**config.mk**
```make
export PLATFORM = sky130hd
export DESIGN_NAME = alu_issue_ctrl_flat
export DESIGN_NICKNAME = d
export VERILOG_FILES = /design/src/rtl/alu_issue_ctrl_if.sv /design/src/rtl/alu_issue_ctrl.sv /design/src/flat_wrapper.sv
export SDC_FILE = /design/constraint.sdc
export NUM_CORES = 1
export LEC_CHECK = 0
export CELL_PAD_IN_SITES_DETAIL_PLACEMENT = 1
export CELL_PAD_IN_SITES_GLOBAL_PLACEMENT = 2
export CORE_AREA = 2 2 79 81
export CTS_CLUSTER_SIZE = 20
export DETAILED_ROUTE_END_ITERATION = 12
export DIE_AREA = 0 0 81 83
export GPL_TIMING_DRIVEN = 0
export PLACE_DENSITY_LB_ADDON = 0.3
export SYNTH_ARGS = -nofsm -noshare
export SYNTH_HDL_FRONTEND = slang
export SYNTH_SLANG_ARGS = --single-unit
```
**constraint.sdc**
```tcl
create_clock -name clk -period 1.95 [get_ports clk]
set_clock_uncertainty 0.2 [all_clocks]
set_input_delay 0.4875 -clock clk [delete_from_list [all_inputs] [get_ports clk]]
set_output_delay 0.4875 -clock clk [all_outputs]
set_load 0.02 [all_outputs]
```
**src/rtl/alu_issue_ctrl_if.sv**
```systemverilog
// Handshake and ALU-side bus for alu_issue_ctrl.
// ALU_ISSUE_STICKY_OVF_EN adds the sticky-overflow signals.
interface alu_issue_ctrl_if;
  logic       inValid;
  logic       inReady;
  logic       inLoad;
  logic [3:0] inImm;
  logic [2:0] inMode;
  logic [1:0] inSrcA;
  logic [1:0] inSrcB;
  logic [1:0] inDst;
  logic       inUseCarry;
  logic [3:0] aluA;
  logic [3:0] aluB;
  logic       aluC;
  logic [2:0] aluMode;
  logic [3:0] aluR;
  logic       aluOvf;
  logic       outValid;
  logic       outReady;
  logic [3:0] outR;
  logic       outOvf;
`ifdef ALU_ISSUE_STICKY_OVF_EN
  logic       ovfSticky;
  logic       clrSticky;
`endif

  modport slave (
    input  inValid, inLoad, inImm, inMode, inSrcA, inSrcB, inDst, inUseCarry,
    input  aluR, aluOvf, outReady,
`ifdef ALU_ISSUE_STICKY_OVF_EN
    input  clrSticky,
    output ovfSticky,
`endif
    output inReady, aluA, aluB, aluC, aluMode, outValid, outR, outOvf
  );

  modport master (
    output inValid, inLoad, inImm, inMode, inSrcA, inSrcB, inDst, inUseCarry,
    output aluR, aluOvf, outReady,
`ifdef ALU_ISSUE_STICKY_OVF_EN
    output clrSticky,
    input  ovfSticky,
`endif
    input  inReady, aluA, aluB, aluC, aluMode, outValid, outR, outOvf
  );
endinterface

```
**src/rtl/alu_issue_ctrl.sv**
```systemverilog
// Operand-issue / result-capture stage for a 4-bit combinational ALU.
// Optional sticky overflow flag enabled by ALU_ISSUE_STICKY_OVF_EN.
module alu_issue_ctrl #(
  parameter int unsigned NREG = 4
) (
  input logic              clk,
  input logic              rstN,
  alu_issue_ctrl_if.slave  bus
);

  typedef enum logic [1:0] {IDLE, ISSUE, HOLD} state_t;

  state_t     state_q, state_d;
  logic [3:0] rf [NREG];
  logic       c_flag;
  logic [1:0] dst_q;
  logic [3:0] alu_a_q, alu_b_q, out_r_q;
  logic       alu_c_q, out_ovf_q;
  logic [2:0] alu_mode_q;

  always_comb begin
    state_d = state_q;
    case (state_q)
      IDLE:    if (bus.inValid) state_d = bus.inLoad ? HOLD : ISSUE;
      ISSUE:   state_d = HOLD;
      HOLD:    if (bus.outReady) state_d = IDLE;
      default: state_d = IDLE;
    endcase
  end

  always_ff @(posedge clk or negedge rstN) begin
    if (!rstN) begin
      state_q    <= IDLE;
      for (int unsigned i = 0; i < NREG; i++) rf[i] <= '0;
      c_flag     <= 1'b0;
      dst_q      <= '0;
      alu_a_q    <= '0;
      alu_b_q    <= '0;
      alu_c_q    <= 1'b0;
      alu_mode_q <= '0;
      out_r_q    <= '0;
      out_ovf_q  <= 1'b0;
    end else begin
      state_q <= state_d;
      case (state_q)
        IDLE: begin
          if (bus.inValid) begin
            if (bus.inLoad) begin
              rf[bus.inDst] <= bus.inImm;
              out_r_q       <= bus.inImm;
              out_ovf_q     <= 1'b0;
            end else begin
              alu_a_q    <= rf[bus.inSrcA];
              alu_b_q    <= rf[bus.inSrcB];
              alu_c_q    <= bus.inUseCarry & c_flag;
              alu_mode_q <= bus.inMode;
              dst_q      <= bus.inDst;
            end
          end
        end
        ISSUE: begin
          rf[dst_q] <= bus.aluR;
          c_flag    <= bus.aluOvf;
          out_r_q   <= bus.aluR;
          out_ovf_q <= bus.aluOvf;
        end
        default: ;
      endcase
    end
  end

`ifdef ALU_ISSUE_STICKY_OVF_EN
  logic sticky_q;

  // Set has priority over clear when both land on the same edge.
  always_ff @(posedge clk or negedge rstN) begin
    if (!rstN)                             sticky_q <= 1'b0;
    else if (state_q == ISSUE && bus.aluOvf) sticky_q <= 1'b1;
    else if (bus.clrSticky)                sticky_q <= 1'b0;
  end

  assign bus.ovfSticky = sticky_q;
`endif

  assign bus.inReady  = (state_q == IDLE);
  assign bus.outValid = (state_q == HOLD);
  assign bus.aluA     = alu_a_q;
  assign bus.aluB     = alu_b_q;
  assign bus.aluC     = alu_c_q;
  assign bus.aluMode  = alu_mode_q;
  assign bus.outR     = out_r_q;
  assign bus.outOvf   = out_ovf_q;

endmodule
```
**src/flat_wrapper.sv**
```systemverilog
// flat-port wrapper written by rule: the top's interface ports become plain ports
module alu_issue_ctrl_flat 
#(
  parameter int unsigned NREG = 4
)
  (clk, rstN, bus_inValid, bus_inLoad, bus_inImm, bus_inMode, bus_inSrcA, bus_inSrcB, bus_inDst, bus_inUseCarry, bus_aluR, bus_aluOvf, bus_outReady, bus_inReady, bus_aluA, bus_aluB, bus_aluC, bus_aluMode, bus_outValid, bus_outR, bus_outOvf);
  alu_issue_ctrl_if bus_i ();
  input logic clk;
  input logic rstN;
  input wire logic [$bits(bus_i.inValid)-1:0] bus_inValid;
  input wire logic [$bits(bus_i.inLoad)-1:0] bus_inLoad;
  input wire logic [$bits(bus_i.inImm)-1:0] bus_inImm;
  input wire logic [$bits(bus_i.inMode)-1:0] bus_inMode;
  input wire logic [$bits(bus_i.inSrcA)-1:0] bus_inSrcA;
  input wire logic [$bits(bus_i.inSrcB)-1:0] bus_inSrcB;
  input wire logic [$bits(bus_i.inDst)-1:0] bus_inDst;
  input wire logic [$bits(bus_i.inUseCarry)-1:0] bus_inUseCarry;
  input wire logic [$bits(bus_i.aluR)-1:0] bus_aluR;
  input wire logic [$bits(bus_i.aluOvf)-1:0] bus_aluOvf;
  input wire logic [$bits(bus_i.outReady)-1:0] bus_outReady;
  output wire logic [$bits(bus_i.inReady)-1:0] bus_inReady;
  output wire logic [$bits(bus_i.aluA)-1:0] bus_aluA;
  output wire logic [$bits(bus_i.aluB)-1:0] bus_aluB;
  output wire logic [$bits(bus_i.aluC)-1:0] bus_aluC;
  output wire logic [$bits(bus_i.aluMode)-1:0] bus_aluMode;
  output wire logic [$bits(bus_i.outValid)-1:0] bus_outValid;
  output wire logic [$bits(bus_i.outR)-1:0] bus_outR;
  output wire logic [$bits(bus_i.outOvf)-1:0] bus_outOvf;
  assign bus_i.inValid = bus_inValid;
  assign bus_i.inLoad = bus_inLoad;
  assign bus_i.inImm = bus_inImm;
  assign bus_i.inMode = bus_inMode;
  assign bus_i.inSrcA = bus_inSrcA;
  assign bus_i.inSrcB = bus_inSrcB;
  assign bus_i.inDst = bus_inDst;
  assign bus_i.inUseCarry = bus_inUseCarry;
  assign bus_i.aluR = bus_aluR;
  assign bus_i.aluOvf = bus_aluOvf;
  assign bus_i.outReady = bus_outReady;
  assign bus_inReady = bus_i.inReady;
  assign bus_aluA = bus_i.aluA;
  assign bus_aluB = bus_i.aluB;
  assign bus_aluC = bus_i.aluC;
  assign bus_aluMode = bus_i.aluMode;
  assign bus_outValid = bus_i.outValid;
  assign bus_outR = bus_i.outR;
  assign bus_outOvf = bus_i.outOvf;
  alu_issue_ctrl #(.NREG(NREG)) u_core (.clk(clk), .rstN(rstN), .bus(bus_i));
endmodule
```
==> run_results.csv, run 1 <==
group,metric,value,unit
logic_synthesis,async_flop_share,100,%
clock_tree,htree_levels,2,
global_routing,grt_pass1_wl,8.16,mm
critical_path,cp-end-kind,"output port",
clock_tree,clk_latency,0.29,ns
sta,fmax,531,MHz
global_routing,met3_usage,3.80,%
logic_synthesis,synth_flop_cell,"dfrtp_1",
placed_design,gp_congestion,0.832,
logic_synthesis,ys_warn_count,0,
floorplan,fp.coreArea,5820,µm²
logic_synthesis,yosysSeqAreaShare,50.0,%
route,dr.first_iter.drc_count,50,
route,first_pass_iters,4,
route,wirelength,4.94,mm
route,detail_route.vias_per_cell,5.21,
clock_tree,clockRootBuffer,"clkbuf_8",
pwr,swShare,34.5,%
logic_synthesis,synthTopCellsByCount,"dfrtp_1, mux2_2, o22ai_1",
critical_path,cp-start-kind,"flip-flop",
logic_synthesis,syn_area_per_cell,12.9,µm²
cells_and_area,seq_area,953,µm²
route,wl_per_cell,17.9,µm
route,drc,0,
global_routing,antenna_found_initial,0,
sta,finalCritPeriodShare,96.5,%
logic_synthesis,synth_most_common_cell,"dfrtp_1",
sta,finalHoldViolations,0,
cells_and_area,area_growth,34.7,%
placed_design,hpwl,3.72,mm
logic_synthesis,synth.distinct_cells,23,
logic_synthesis,yosysTopAreaCellShare,50.0,%
logic_synthesis,yosys.area.top_type,"dfrtp_1",
floorplan,die_w,81,µm
cells_and_area,fillCellCount,630,
cells_and_area,finish.utilization,44.0,%
placed_design,portBuffers,42,
clock_tree,numCtsBuffers,5,
global_routing,grt_max_degree,39,
pwr,combinationalPowerShare,37.6,%
clock_tree,cts_buffer_depth,2,
floorplan,dieHeight,83,µm
critical_path,worst_path_dominant_cell_family,"flip-flops",
clock_tree,path_clk_slew,0.08,ns
clock_tree,cts_tree,"done",
critical_path,crit_chain,"nor2_1 > clkdlybuf4s15_1",
pwr,vdd_drop_max,0.349,mV
logic_synthesis,synthTopCellsByArea,"dfrtp_1, mux2_2, mux4_2",
critical_path,path_buf_inv,1,
critical_path,path_class,"flip-flop to output port",
sta,rsz0062_at_grt,"false",
pwr,p_per_area,1090,nW/µm²
hold_path,min_path_type,"primary input to async pin",
pwr,leakage,1.28,nW
critical_path,cp_data_arrival_time,1.19,ns
sta,max-slew-margin-rel,42.1,%
sta,slew_viol_final,0,
critical_path,slowest_stage,"dfrtp_2",
logic_synthesis,synth_edf_count,0,
clock_tree,holdBufCountCts,0,
cells_and_area,final_nets,224,
global_routing,grtUsageMet2,27.0,%
run_status,status,"finished clean",
floorplan,die_area,6720,µm²
critical_path,cp_max_fo,6,
logic_synthesis,ys_ff_latch,38,
global_routing,grt.met1_usage,19.9,%
floorplan,start_util,32.7,%
flow_run,drv_cap,0,
floorplan,num_io_pins,43,
sta,worst_slew_pin_slew,0.869,ns
global_routing,busiest_layer,"met2",
pwr,power.internal,1.82,mW
clock_tree,clock-sinks,38,
route,ant_nets,0,
sta,setup_viol,0,
pwr,clkPwrFrac,19.5,%
sta,period_needed,1.88,ns
cells_and_area,multi_input_area,930,µm²
pwr,switching_power,0.957,mW
pwr,seqPwrFrac,42.9,%
critical_path,cp.required,1.26,ns
route,via_count,1439,
global_routing,grtUsageTotal,16.1,%
critical_path,cp_slowest_stage_delay,0.47,ns
logic_synthesis,synth_cells,147,
cells_and_area,drive_above_1_share,33.3,%
logic_synthesis,synth_nets,171,
sta,setup_tns,0,ns
floorplan,num_rows,28,
logic_synthesis,syn_area,1900,µm²
cells_and_area,diodes,0,
global_routing,grt_pass1_vias,1553,
global_routing,grt.overflow.total,0,
[placed cells by master, fill, tap and decap left out, types with 2 or more instances in the layout]
cell	instances
a31oi_1	4
buf_2	3
buf_4	6
clkbuf_8	5
clkdlybuf4s50_1	17
dfrtp_1	36
dfrtp_2	2
dlygate4sd2_1	11
dlymetal6s2s_1	11
inv_1	2
mux2_2	25
mux2_4	4
mux4_2	8
nand2_1	13
nand2b_1	5
nor2_1	12
o21ai_0	2
o21ai_2	3
o22ai_1	16
or2_4	2
[per-layer routing]
layer / part of all wire, % / vias to the layer above
met5: 0 / -
met4: 2.1 / 0
met3: 4.4 / 12
met2: 52 / 45
met1: 41 / 729
li1: - / 653
[worst paths after layout]
path,cells after the start,slack (ns),end,from
max,2,0.07,bus_inReady,u_core.state_q[0]
min in group clk,2,0.29,u_core.c_flag,u_core.c_flag
min,1,0.10,u_core.bus.outOvf,rstN
max reg2reg,4,0.07,u_core.rf[15],u_core.dst_q[0]
max in group asynchronous,1,0.86,u_core.state_q[0],rstN
min reg2reg,2,0.29,u_core.c_flag,u_core.c_flag
[metrics by stage]
stage / instances / instance area [µm²] / hold WS [ns] / total power, mW / setup WS, ns
finish: 276 / 2560 / 0.102 / 2.78 / 0.0676
global route: 276 / 2560 / 0.162 / 2.96 / 0.00774
CTS: 273 / 2500 / 0.128 / 2.81 / -0.00543
detailed placement: 264 / 2410 / 0.284 / 2.30 / -0.598
global placement: 264 / 2410 / 0.263 / 2.25 / -0.684
floorplan: 147 / 1900 / -0.00809 / 1.80 / 0.0889
[sequential cells by signal (all words and copies together), names as in the netlist]
register            flops
u_core.dst_q            2
u_core.bus.aluB         4
u_core.bus.aluC         1
u_core.bus.outOvf       1
u_core.state_q          2
u_core.bus.aluA         4
u_core.c_flag           1
u_core.bus.aluMode      3
u_core.bus.outR         4
u_core.rf              16
[power by group through the flow]
stage	logic (mW)	registers, mW	clock network (mW)
finish	1.04	1.19	0.541
global route	1.12	1.23	0.605
CTS	1.04	1.20	0.566
detailed placement	1.08	1.22	0
global placement	1.05	1.20	0
floorplan	0.470	1.33	0
[logic make-up after synthesis]
| family | after synthesis | synth area share [%] |
|---|---|---|
| compound gates | 27 | 9.22 |
| buf+inv | 6 | 1.91 |
| mux | 38 | 28.0 |
| simple gates | 38 | 10.8 |
| flops | 38 | 50.0 |
[layout make-up]
type	instances	share of cell area (%)
plain buffers	4	1.22
clock buffers	5	2.69
clock inverters	3	0.831
inverters	2	0.293
multi-input cells	103	36.3
flip-flops and latches	38	37.2
well taps	75	3.67
repair buffers	46	17.7
[repair_timing]
item / in CTS / in global routing
resized for setup: 20 / 15
buffers inserted: 1 / 3
setup endpoints to repair: 35 / 26
pin swaps: 1 / 0
(Power assumes the default switching activity.)
==> run 2: changes to the inputs <==
--- a/config.mk
+++ b/config.mk
@@ -12,7 +12,7 @@
 export DETAILED_ROUTE_END_ITERATION = 12
 export DIE_AREA = 0 0 81 83
 export GPL_TIMING_DRIVEN = 0
-export PLACE_DENSITY_LB_ADDON = 0.3
+export PLACE_DENSITY_LB_ADDON = 0.1
 export SYNTH_ARGS = -nofsm -noshare
 export SYNTH_HDL_FRONTEND = slang
 export SYNTH_SLANG_ARGS = --single-unit
==> run_results.csv, run 2 (same netlist as run 1, synthesis figures left out) <==
group,metric,value,unit
run_status,status,"finished clean",
placed_design,pre_cts_ws,-0.609,ns
clock_tree,htree_levels,2,
critical_path,cp.required,1.93,ns
clock_tree,cts_buffer_depth,2,
pwr,p_per_area,1090,nW/µm²
cells_and_area,diodes,0,
cells_and_area,regMostFlops,"u_core.rf",
critical_path,reg2reg_depth,5,
route,dr.first_iter.drc_count,43,
cells_and_area,area_growth,33.2,%
route,wirelength,4.90,mm
critical_path,r2r_start,"u_core.state_q[1]",
route,detail_route.vias_per_cell,5.11,
sta,setup_viol,0,
sta,timing.final.ws_setup,0.0651,ns
critical_path,r2r_slack,0.07,ns
flow_run,drv_cap,0,
placed_design,hpwl,3.65,mm
pwr,p_total,2.75,mW
sta,rsz0062_at_grt,"false",
critical_path,cp-startpoint,"u_core.state_q[1]",
clock_tree,path_clk_slew,0.08,ns
sta,period_needed,1.88,ns
global_routing,antenna_found_initial,0,
floorplan,start_util,32.7,%
route,ant_nets,0,
critical_path,cp_data_arrival_time,1.87,ns
sta,max-slew-margin-rel,43.3,%
clock_tree,cts_tree,"done",
floorplan,die_area,6720,µm²
sta,slew_viol_final,0,
clock_tree,clock-sinks,38,
floorplan,dieHeight,83,µm
cells_and_area,drive_above_1_share,32.2,%
clock_tree,numCtsBuffers,5,
hold_path,min_path_type,"primary input to async pin",
clock_tree,holdBufCountCts,0,
floorplan,fp.coreArea,5820,µm²
global_routing,grt.overflow.total,0,
placed_design,portBuffers,42,
critical_path,worstReg2RegEnd,"u_core.rf[15]",
global_routing,grt_pass1_wl,7.83,mm
sta,finalHoldViolations,0,
placed_design,gp_congestion,0.811,
sta,worst_slew_pin_slew,0.850,ns
floorplan,num_rows,28,
route,first_pass_iters,4,
critical_path,cp-end-kind,"flip-flop",
critical_path,cp-start-kind,"flip-flop",
cells_and_area,final_nets,222,
route,wl_per_cell,17.9,µm
floorplan,die_w,81,µm
clock_tree,clockRootBuffer,"clkbuf_8",
cells_and_area,final_common_cell,"dfrtp_1",
sta,holdWs,0.0951,ns
cells_and_area,largest_reg_flops,16,
sta,fmax,531,MHz
sta,finalCritPeriodShare,96.7,%
clock_tree,clk_latency,0.29,ns
critical_path,path_class,"flip-flop to flip-flop",
critical_path,cp_max_fo,9,
route,drc,0,
pwr,leakage,1.24,nW
global_routing,grt_pass1_vias,1491,
pwr,vdd_drop_max,0.392,mV
cells_and_area,final_cell_mix,"dfrtp_1, mux2_2, clkdlybuf4s50_1, o22ai_1",
global_routing,grtUsageTotal,15.6,%
critical_path,crit_end,"u_core.rf[15]",
global_routing,grt_max_degree,39,
floorplan,num_io_pins,43,
route,via_count,1399,
run 2: cell count changes in the layout (fill, tap and decap cells not counted), sizes merged:
cell          change
dlygate4sd2       +2
dlymetal6s2s      -2
buf               -2
run 2: worst min path at each step:
| stage | to | slack [ns] | depth (start not counted) |
|---|---|---|---|
| 6_report | u_core.bus.outOvf | 0.1 | 1 |
| 5_1_grt | u_core.state_q[1] | 0.17 | 1 |
| 4_1_cts | u_core.state_q[1] | 0.13 | 1 |
| 3_5_place_dp | u_core.c_flag | 0.26 | 2 |
| 3_3_place_gp | u_core.c_flag | 0.26 | 2 |
| 2_1_floorplan | u_core.bus.aluA[0] | -0.008 | 0 |
run 2: final cells by class:
cell class	instances	area (µm²)
fill	644	3280
sequential	38	953
multi-input combinational	103	922
timing repair buffer	44	432
tap	75	93.8
clock buffer	5	68.8
buffer	4	33.8
clock inverter	3	21.3
inverter	2	7.51
run 2: power breakdown:
group | internal (mW) | switching (mW)
combinational | 0.517 | 0.490
clock | 0.251 | 0.294
sequential | 1.03 | 0.168
run 2: routing by layer:
metal	GRT usage [%]	share of wire, %	vias up	wire length (µm)
li1	-	-	649	-
met2	24.6	49	27	2410
met1	20.6	45	715	2220
met5	0	0	-	0
met4	5.70	2.0	0	97
met3	3.70	3.5	8	174
run 2: stage by stage:
step	cells	instance area, µm²	util (%)	setup TNS [ns]
after floorplan	147	1900	-	0
after global routing	274	2530	43.5	0
after CTS	274	2510	43.1	-0.00286
after detailed placement	264	2410	41.4	-14.08
final	274	2530	43.5	0
after global placement	264	2410	41.5	-38.79
run 2: critical path: stages (launching register included):
cell and delay, ns:
dfrtp_2 0.46, nand2b_1 0.17, buf_6 0.15, mux2_4 0.33, nor2_8 0.13, mux2_1 0.33
run 2: what timing repair did:
item,CTS,global route
buffers inserted,2,0
pin swaps,0,2
hold endpoints to repair,0,0
setup endpoints to repair,41,26
cloned,0,0
resized for setup,20,16
==> run 3: changes to the inputs <==
--- a/config.mk
+++ b/config.mk
@@ -13,6 +13,7 @@
 export DIE_AREA = 0 0 81 83
 export GPL_TIMING_DRIVEN = 0
 export PLACE_DENSITY_LB_ADDON = 0.1
+export SLEW_MARGIN = 20
 export SYNTH_ARGS = -nofsm -noshare
 export SYNTH_HDL_FRONTEND = slang
 export SYNTH_SLANG_ARGS = --single-unit
==> run_results.csv, run 3 (same netlist as run 1, synthesis figures left out) <==
group,metric,value,unit
critical_path,path_class,"flip-flop to flip-flop",
sta,finalHoldViolations,0,
cells_and_area,diodes,0,
floorplan,dieHeight,83,µm
clock_tree,clk_latency,0.29,ns
flow_run,drv_cap,0,
global_routing,grt_pass1_wl,8.02,mm
cells_and_area,instances_no_fill,276,
clock_tree,clock-sinks,38,
global_routing,grt_pass1_vias,1510,
hold_path,min_path_type,"flip-flop to flip-flop",
placed_design,hpwl,3.78,mm
clock_tree,numCtsBuffers,5,
placed_design,portBuffers,42,
sta,rsz0062_at_grt,"false",
cells_and_area,final_area,2610,µm²
global_routing,grtUsageTotal,16.1,%
critical_path,cp-start-kind,"flip-flop",
cells_and_area,area_growth,37.1,%
route,drc,0,
clock_tree,htree_levels,2,
floorplan,die_w,81,µm
sta,period_needed,1.88,ns
critical_path,cp-end-kind,"flip-flop",
route,first_pass_iters,4,
sta,worst_slew_pin_slew,0.328,ns
critical_path,cp_max_fo,9,
pwr,swShare,31.8,%
floorplan,num_io_pins,43,
pwr,power.internal,2.06,mW
cells_and_area,largest_reg_flops,16,
sta,slew_viol_final,0,
pwr,switching_power,0.961,mW
floorplan,start_util,32.7,%
sta,setup_viol,0,
sta,fmax,531,MHz
pwr,combinationalPowerShare,33.4,%
route,detail_route.vias_per_cell,5.11,
clock_tree,clockRootBuffer,"clkbuf_8",
clock_tree,cts_buffer_depth,2,
placed_design,place_area,2430,µm²
cells_and_area,regMostFlops,"u_core.rf",
run_status,status,"finished clean",
sta,finalCritPeriodShare,96.5,%
pwr,clkPwrFrac,26.8,%
critical_path,cp.required,1.93,ns
pwr,p_per_area,1160,nW/µm²
pwr,seqPwrFrac,39.7,%
clock_tree,path_clk_slew,0.08,ns
pwr,vdd_drop_max,0.395,mV
global_routing,antenna_found_initial,0,
route,via_count,1409,
placed_design,gp_congestion,0.811,
floorplan,fp.coreArea,5820,µm²
route,wl_per_cell,18.0,µm
cells_and_area,final_common_cell,"dfrtp_1",
placed_design,dp.cells,265,
critical_path,cp_data_arrival_time,1.86,ns
cells_and_area,final_cell_mix,"dfrtp_1, mux2_2, clkdlybuf4s50_1, o22ai_1, dlygate4sd2_1",
cells_and_area,final_nets,224,
cells_and_area,drive_above_1_share,32.8,%
sta,max-slew-margin-rel,78.1,%
pwr,leakage,1.26,nW
global_routing,grt_max_degree,28,
global_routing,grt.overflow.total,0,
route,dr.first_iter.drc_count,64,
route,wirelength,4.97,mm
clock_tree,cts_tree,"done",
route,ant_nets,0,
floorplan,num_rows,28,
sta,holdWs,0.275,ns
sta,setup_tns,0,ns
floorplan,die_area,6720,µm²
[run 3: worst paths after layout]
check / start / end / slack (ns) / depth (start not counted)
setup / recovery: u_core.state_q[1] / u_core.rf[15] / 0.07 / 5
hold / removal: u_core.c_flag / u_core.c_flag / 0.27 / 2
setup reg to reg: u_core.state_q[1] / u_core.rf[15] / 0.07 / 5
hold reg to reg: u_core.c_flag / u_core.c_flag / 0.27 / 2
max in group asynchronous: rstN / u_core.state_q[0] / 0.69 / 3
min in group asynchronous: rstN / u_core.bus.outR[1] / 0.42 / 2
[run 3: power by group through the flow]
stage               registers [mW]  clock network [mW]  logic (mW)
finish                        1.20               0.811        1.01
global route                  1.24               0.873        1.08
CTS                           1.20               0.835        1.02
detailed placement            1.22                   0        1.07
global placement              1.20                   0        1.05
floorplan                     1.33                   0       0.470
[run 3: stage by stage]
| stage | util (%) | setup slack (ns) | power [mW] |
|---|---|---|---|
| finish | 44.8 | 0.0675 | 3.02 |
| global route | 44.8 | 0.00247 | 3.19 |
| CTS | 44.3 | -0.00689 | 3.06 |
| detailed placement | 41.8 | -0.590 | 2.30 |
| global placement | 41.5 | -0.690 | 2.25 |
| floorplan | - | 0.0889 | 1.80 |
[run 3: metal layers]
layer	routed length, µm	global-route usage, %
met3	193	4.35
met5	0	0
met1	2180	21.2
met2	2470	25.1
met4	125	6.32
[run 3: area by class of cell]
class,instances,area (µm²)
Sequential cell,38,953
Buffer,4,33.8
Tap cell,75,93.8
Fill cell,634,3210
Clock buffer,5,68.8
Inverter,2,7.51
Clock inverter,3,68.8
Multi-Input combinational cell,103,925
Timing Repair Buffer,46,454
[run 3: critical path, stage by stage (launching register included)]
cell and delay (ns):
dfrtp_2 0.46, nand2b_1 0.17, buf_6 0.15, mux2_4 0.33
nor2_8 0.13, mux2_1 0.32
[run 3: timing repair]
item	in CTS	in global routing
gates resized for setup	23	13
setup endpoints to repair	42	24
hold endpoints to repair	11	0
gates cloned	0	0
pin swaps	0	2
hold buffers	1	0
buffers inserted	1	1
==> RTL edit 1 (flow settings as in run 3) <==
`NREG` is set to 4 in 2 places; all go to 8.
--- a/src/rtl/alu_issue_ctrl.sv
+++ b/src/rtl/alu_issue_ctrl.sv
@@ -3,3 +3,3 @@
 module alu_issue_ctrl #(
-  parameter int unsigned NREG = 4
+  parameter int unsigned NREG = 8
 ) (
--- a/src/flat_wrapper.sv
+++ b/src/flat_wrapper.sv
@@ -3,3 +3,3 @@
 #(
-  parameter int unsigned NREG = 4
+  parameter int unsigned NREG = 8
 )
Function: no difference found for any inputs over 4 cycles, from zero or initial values and one cycle with rstN low; that may be too few to reach the edited logic, so the function may still have changed.
==> RTL edit 1 against run 3 <==
Design area down 1.4%; synthesized area down 1.1%; power rose by 2.2%; hold slack improved by 0.011 ns; routed wire length rose by 3.7%; sequential cell count stayed put; register-to-register slack gained 0.05 ns; worst setup slack got worse by 0.0036 ns; clock power decreased by 36%.
==> RTL edit 1: results <==
[cts]
numCtsBuffers = 5

[synth]
async_flop_share_pct = 100
synth_nets = 179
synth_compound_area_share_pct = 17.7
synth_commonest_cells = dfrtp_1 (38), nand2_1 (14), mux2_2 (13), a22oi_1 (12), o2bb2ai_1 (12)
muxShareOfSynthArea_pct = 17.4
synth_area_leaders = dfrtp_1 (51%), mux4_2 (9.6%), mux2_2 (7.8%)
yosysSeqAreaShare_pct = 50.6

[global_route]
grt_pass1_vias = 1598
grt.total_usage_pct = 16.7
grt_pass1_wl_um = 8400
grt_start_max_net_pins = 29

[setup_path]
r2r-end = u_core.rf[17]
startpoint = bus_inValid
slowest_stage = clkdlybuf4s50_1
cp_top_family = buffers and inverters
reg2reg_slack_ns = 0.12
worstSetupEndpoint = u_core.rf[27]
cp_max_fo = 10

[detailed_routing]
route.vias.total = 1495
first_iter_violations = 39
drt-total-wl_um = 5160

[cells_and_area]
layout-drive-gt1-share_pct = 23.7
nNetsFinal = 231
fillers = 647
largest_reg_flops = 16

[placement]
place_congestion = 0.733
io_buffers = 42
dp_hpwl_um = 3940

[power_and_ir_drop]
power_leakage_nw = 1.16

[status]
outcome = completed

[sta]
tightest_slew_ns = 0.424

[worst_hold_path]
hp-class = reg -> reg
[RTL edit 1: cell count changes after synthesis, moves of 5 or more]
cell	run 3	this run
mux2_2	25	13
inv_1	2	7
a22oi_1	0	12
o22ai_1	16	0
o2bb2ai_1	0	12
[RTL edit 1: layout make-up]
type / instances / area (um2) / share of cell area (%)
Timing Repair Buffer: 46 / 479 / 18.7
Clock inverter: 2 / 10.0 / 0.390
Sequential cell: 38 / 952 / 37.1
Multi-Input combinational cell: 104 / 893 / 34.8
Inverter: 7 / 26.3 / 1.02
Clock buffer: 5 / 68.8 / 2.68
Tap cell: 75 / 93.8 / 3.65
Buffer: 5 / 45.0 / 1.75
[RTL edit 1: cells by family after synthesis]
logic type      Yosys count
compound gates           47
flops                    38
mux                      21
buf+inv                  13
simple gates             36
[RTL edit 1: per-stage QoR]
stage	utilization [%]	hold slack [ns]	instances	setup WS, ns	instance area (um2)
6_report	44.2	0.286	282	0.0639	2570
5_1_grt	44.2	0.325	282	0.00216	2570
4_1_cts	43.1	0.301	281	-0.00346	2510
3_5_place_dp	41.4	0.184	273	-0.620	2410
3_3_place_gp	41.2	0.262	272	-0.727	2390
2_1_floorplan	-	-0.00809	155	0.187	1880
[RTL edit 1: repair_timing]
item                                    in CTS  in global routing
endpoints found under the setup margin      34                 26
buffers inserted                             1                  1
hold endpoints to repair                    10                  0
hold buffers                                 1                  0
resized for setup                           18                 21
pin swaps                                    1                  0
gates cloned                                 0                  0
[RTL edit 1: tightest hold or removal path: cells and delay by family, from the launching register on]
family,cells,cell delay [ns]
simple gates,2,0.11
flops,1,0.35
[RTL edit 1: routing by layer]
metal	track usage, %	up-vias	share of wire (%)
met4	4.16	0	0.93
met3	3.70	5	3.9
met1	22.2	774	45
li1	-	682	-
met2	27.4	34	50
met5	0	-	0
[RTL edit 1: how the worst min path moves through the flow]
| stage | startpoint | endpoint | slack (ns) |
|---|---|---|---|
| after floorplan | rstN | u_core.bus.aluA[0] | -0.008 |
| after global placement | u_core.bus.outOvf | u_core.bus.outOvf | 0.26 |
| after detailed placement | rstN | u_core.state_q[1] | 0.18 |
| after CTS | u_core.c_flag | u_core.c_flag | 0.30 |
| after global routing | u_core.bus.aluB[0] | u_core.bus.aluB[0] | 0.33 |
| final | u_core.c_flag | u_core.c_flag | 0.29 |
[RTL edit 1: report_power, final]
| part | total, mW | switching, mW | internal, mW |
|---|---|---|---|
| combinational | 1.20 | 0.553 | 0.651 |
| clock | 0.523 | 0.283 | 0.240 |
| sequential | 1.36 | 0.242 | 1.12 |
==> RTL edit 2 (config.mk and constraints of run 3) <==
Made on the original files. The 3 states of `state_t` get a one-hot encoding in 3 bits.
--- a/src/rtl/alu_issue_ctrl.sv
+++ b/src/rtl/alu_issue_ctrl.sv
@@ -10,3 +10,3 @@
 
-  typedef enum logic [1:0] {IDLE, ISSUE, HOLD} state_t;
+  typedef enum logic [2:0] {IDLE = 3'b001, ISSUE = 3'b010, HOLD = 3'b100} state_t;
 
Formal check against the unedited RTL: no difference found for any inputs over 4 cycles, from zero or initial values and one cycle with rstN low; so few cycles prove little.
==> RTL edit 2 against run 3 <==
Worst setup slack worse by 0.035 ns; fmax shrank 1.8%; design area is 4.4% higher; combinational power grew 55%; synthesized area up 6.6%; routed wire length rose by 5.5%; count of clock-buffer cells in the layout rose by 2; power up 21%; sequential cell count up 1; largest cell class is now multi-input combinational cells; highest routed layer unchanged.
==> RTL edit 2: results <==
[detailed_routing]
met1Wirelength_um = 2320
wire_per_inst_um = 19.4
dr_wl_met3_um = 164
wl_met2_um = 2680
first_iter_violations = 34
viasPerCell = 5.42

[placement]
place_area_um2 = 2560
numPlacedInstances = 258
dp_hpwl_um = 3860
place_congestion = 0.724
dpl_worst_slack_ns = -0.382

[sta]
hold_ws_ns = 0.287
fmax_ghz = 0.521
relSlewSlack_pct = 68.7

[synth]
yosys_warnings = 0
synth_commonest_cells = dfrtp_1 (38), a22oi_1 (16), o2bb2ai_1 (16), mux2_4 (8), mux4_2 (8)
yosysSeqAreaShare_pct = 48.2
synth_area_per_cell_um2 = 14.5
synth_nets = 164
ys_types = 33
synth_area_leaders = dfrtp_1 (47%), mux4_2 (8.9%), o2bb2ai_1 (6.9%)

[power_and_ir_drop]
p_seq_share_pct = 40.0
clk-power_mw = 0.620
power_density_nw_per_um2 = 1340
ir_drop_mv = 0.508
power_leakage_nw = 1.13
p_switching_mw = 1.28

[setup_path]
slowest_stage = dfstp_2
crit_path_max_incr_delay_ns = 0.56
cp.arrival_ns = 1.23
cp_top_family = flip-flops
cp_max_fo = 4

[cells_and_area]
signal_buffers = 52
clock_tree_area_fraction_pct = 3.82
fin_cells = 271
multi_input_area_share_pct = 37.1
nNetsFinal = 219
flops_and_latches = 39
layout.nonclk_buf_share_pct = 19.3
regArea_um2 = 980
multi_input_cells = 95
final_area_um2 = 2720
layout-drive-gt1-share_pct = 32.7
clock_buffers = 7

[global_route]
grt_start_max_net_pins = 29
groute.layer.met2.usage_pct = 27.3
grt.total_usage_pct = 17.2
grt_pass1_wl_um = 8690
grt_util_met1_pct = 22.7
use_met3_pct = 4.13
grt_pass1_vias = 1669

[cts]
numCtsBuffers = 5
cts_hold_buf = 1
postCtsResizedCells = 28
post_cts_buffers = 4

[status]
outcome = completed
==> RTL edit 2: cell types whose count changed after synthesis, sizes merged, moves of 6 or more <==
cell,change
a22oi,+16
mux2,-16
nand2,-6
nor2,-11
o22ai,-16
o2bb2ai,+16
==> RTL edit 2: worst paths after layout <==
check                                    from               endpoint
max in group asynchronous                rstN     u_core.bus.aluA[3]
hold / removal             u_core.bus.outR[1]     u_core.bus.outR[1]
setup reg to reg            u_core.state_q[0]  u_core.bus.aluMode[2]
setup / recovery            u_core.state_q[0]            bus_inReady
min in group asynchronous                rstN          u_core.c_flag
hold reg to reg            u_core.bus.outR[1]     u_core.bus.outR[1]
==> RTL edit 2: cell families after synthesis <==
group | share of synthesized area (%)
multiplexers | 20.6
AND/OR/NAND/NOR | 9.94
buffers and inverters | 3.02
AO/OA/AOI/OAI | 18.2
flip-flops | 48.2
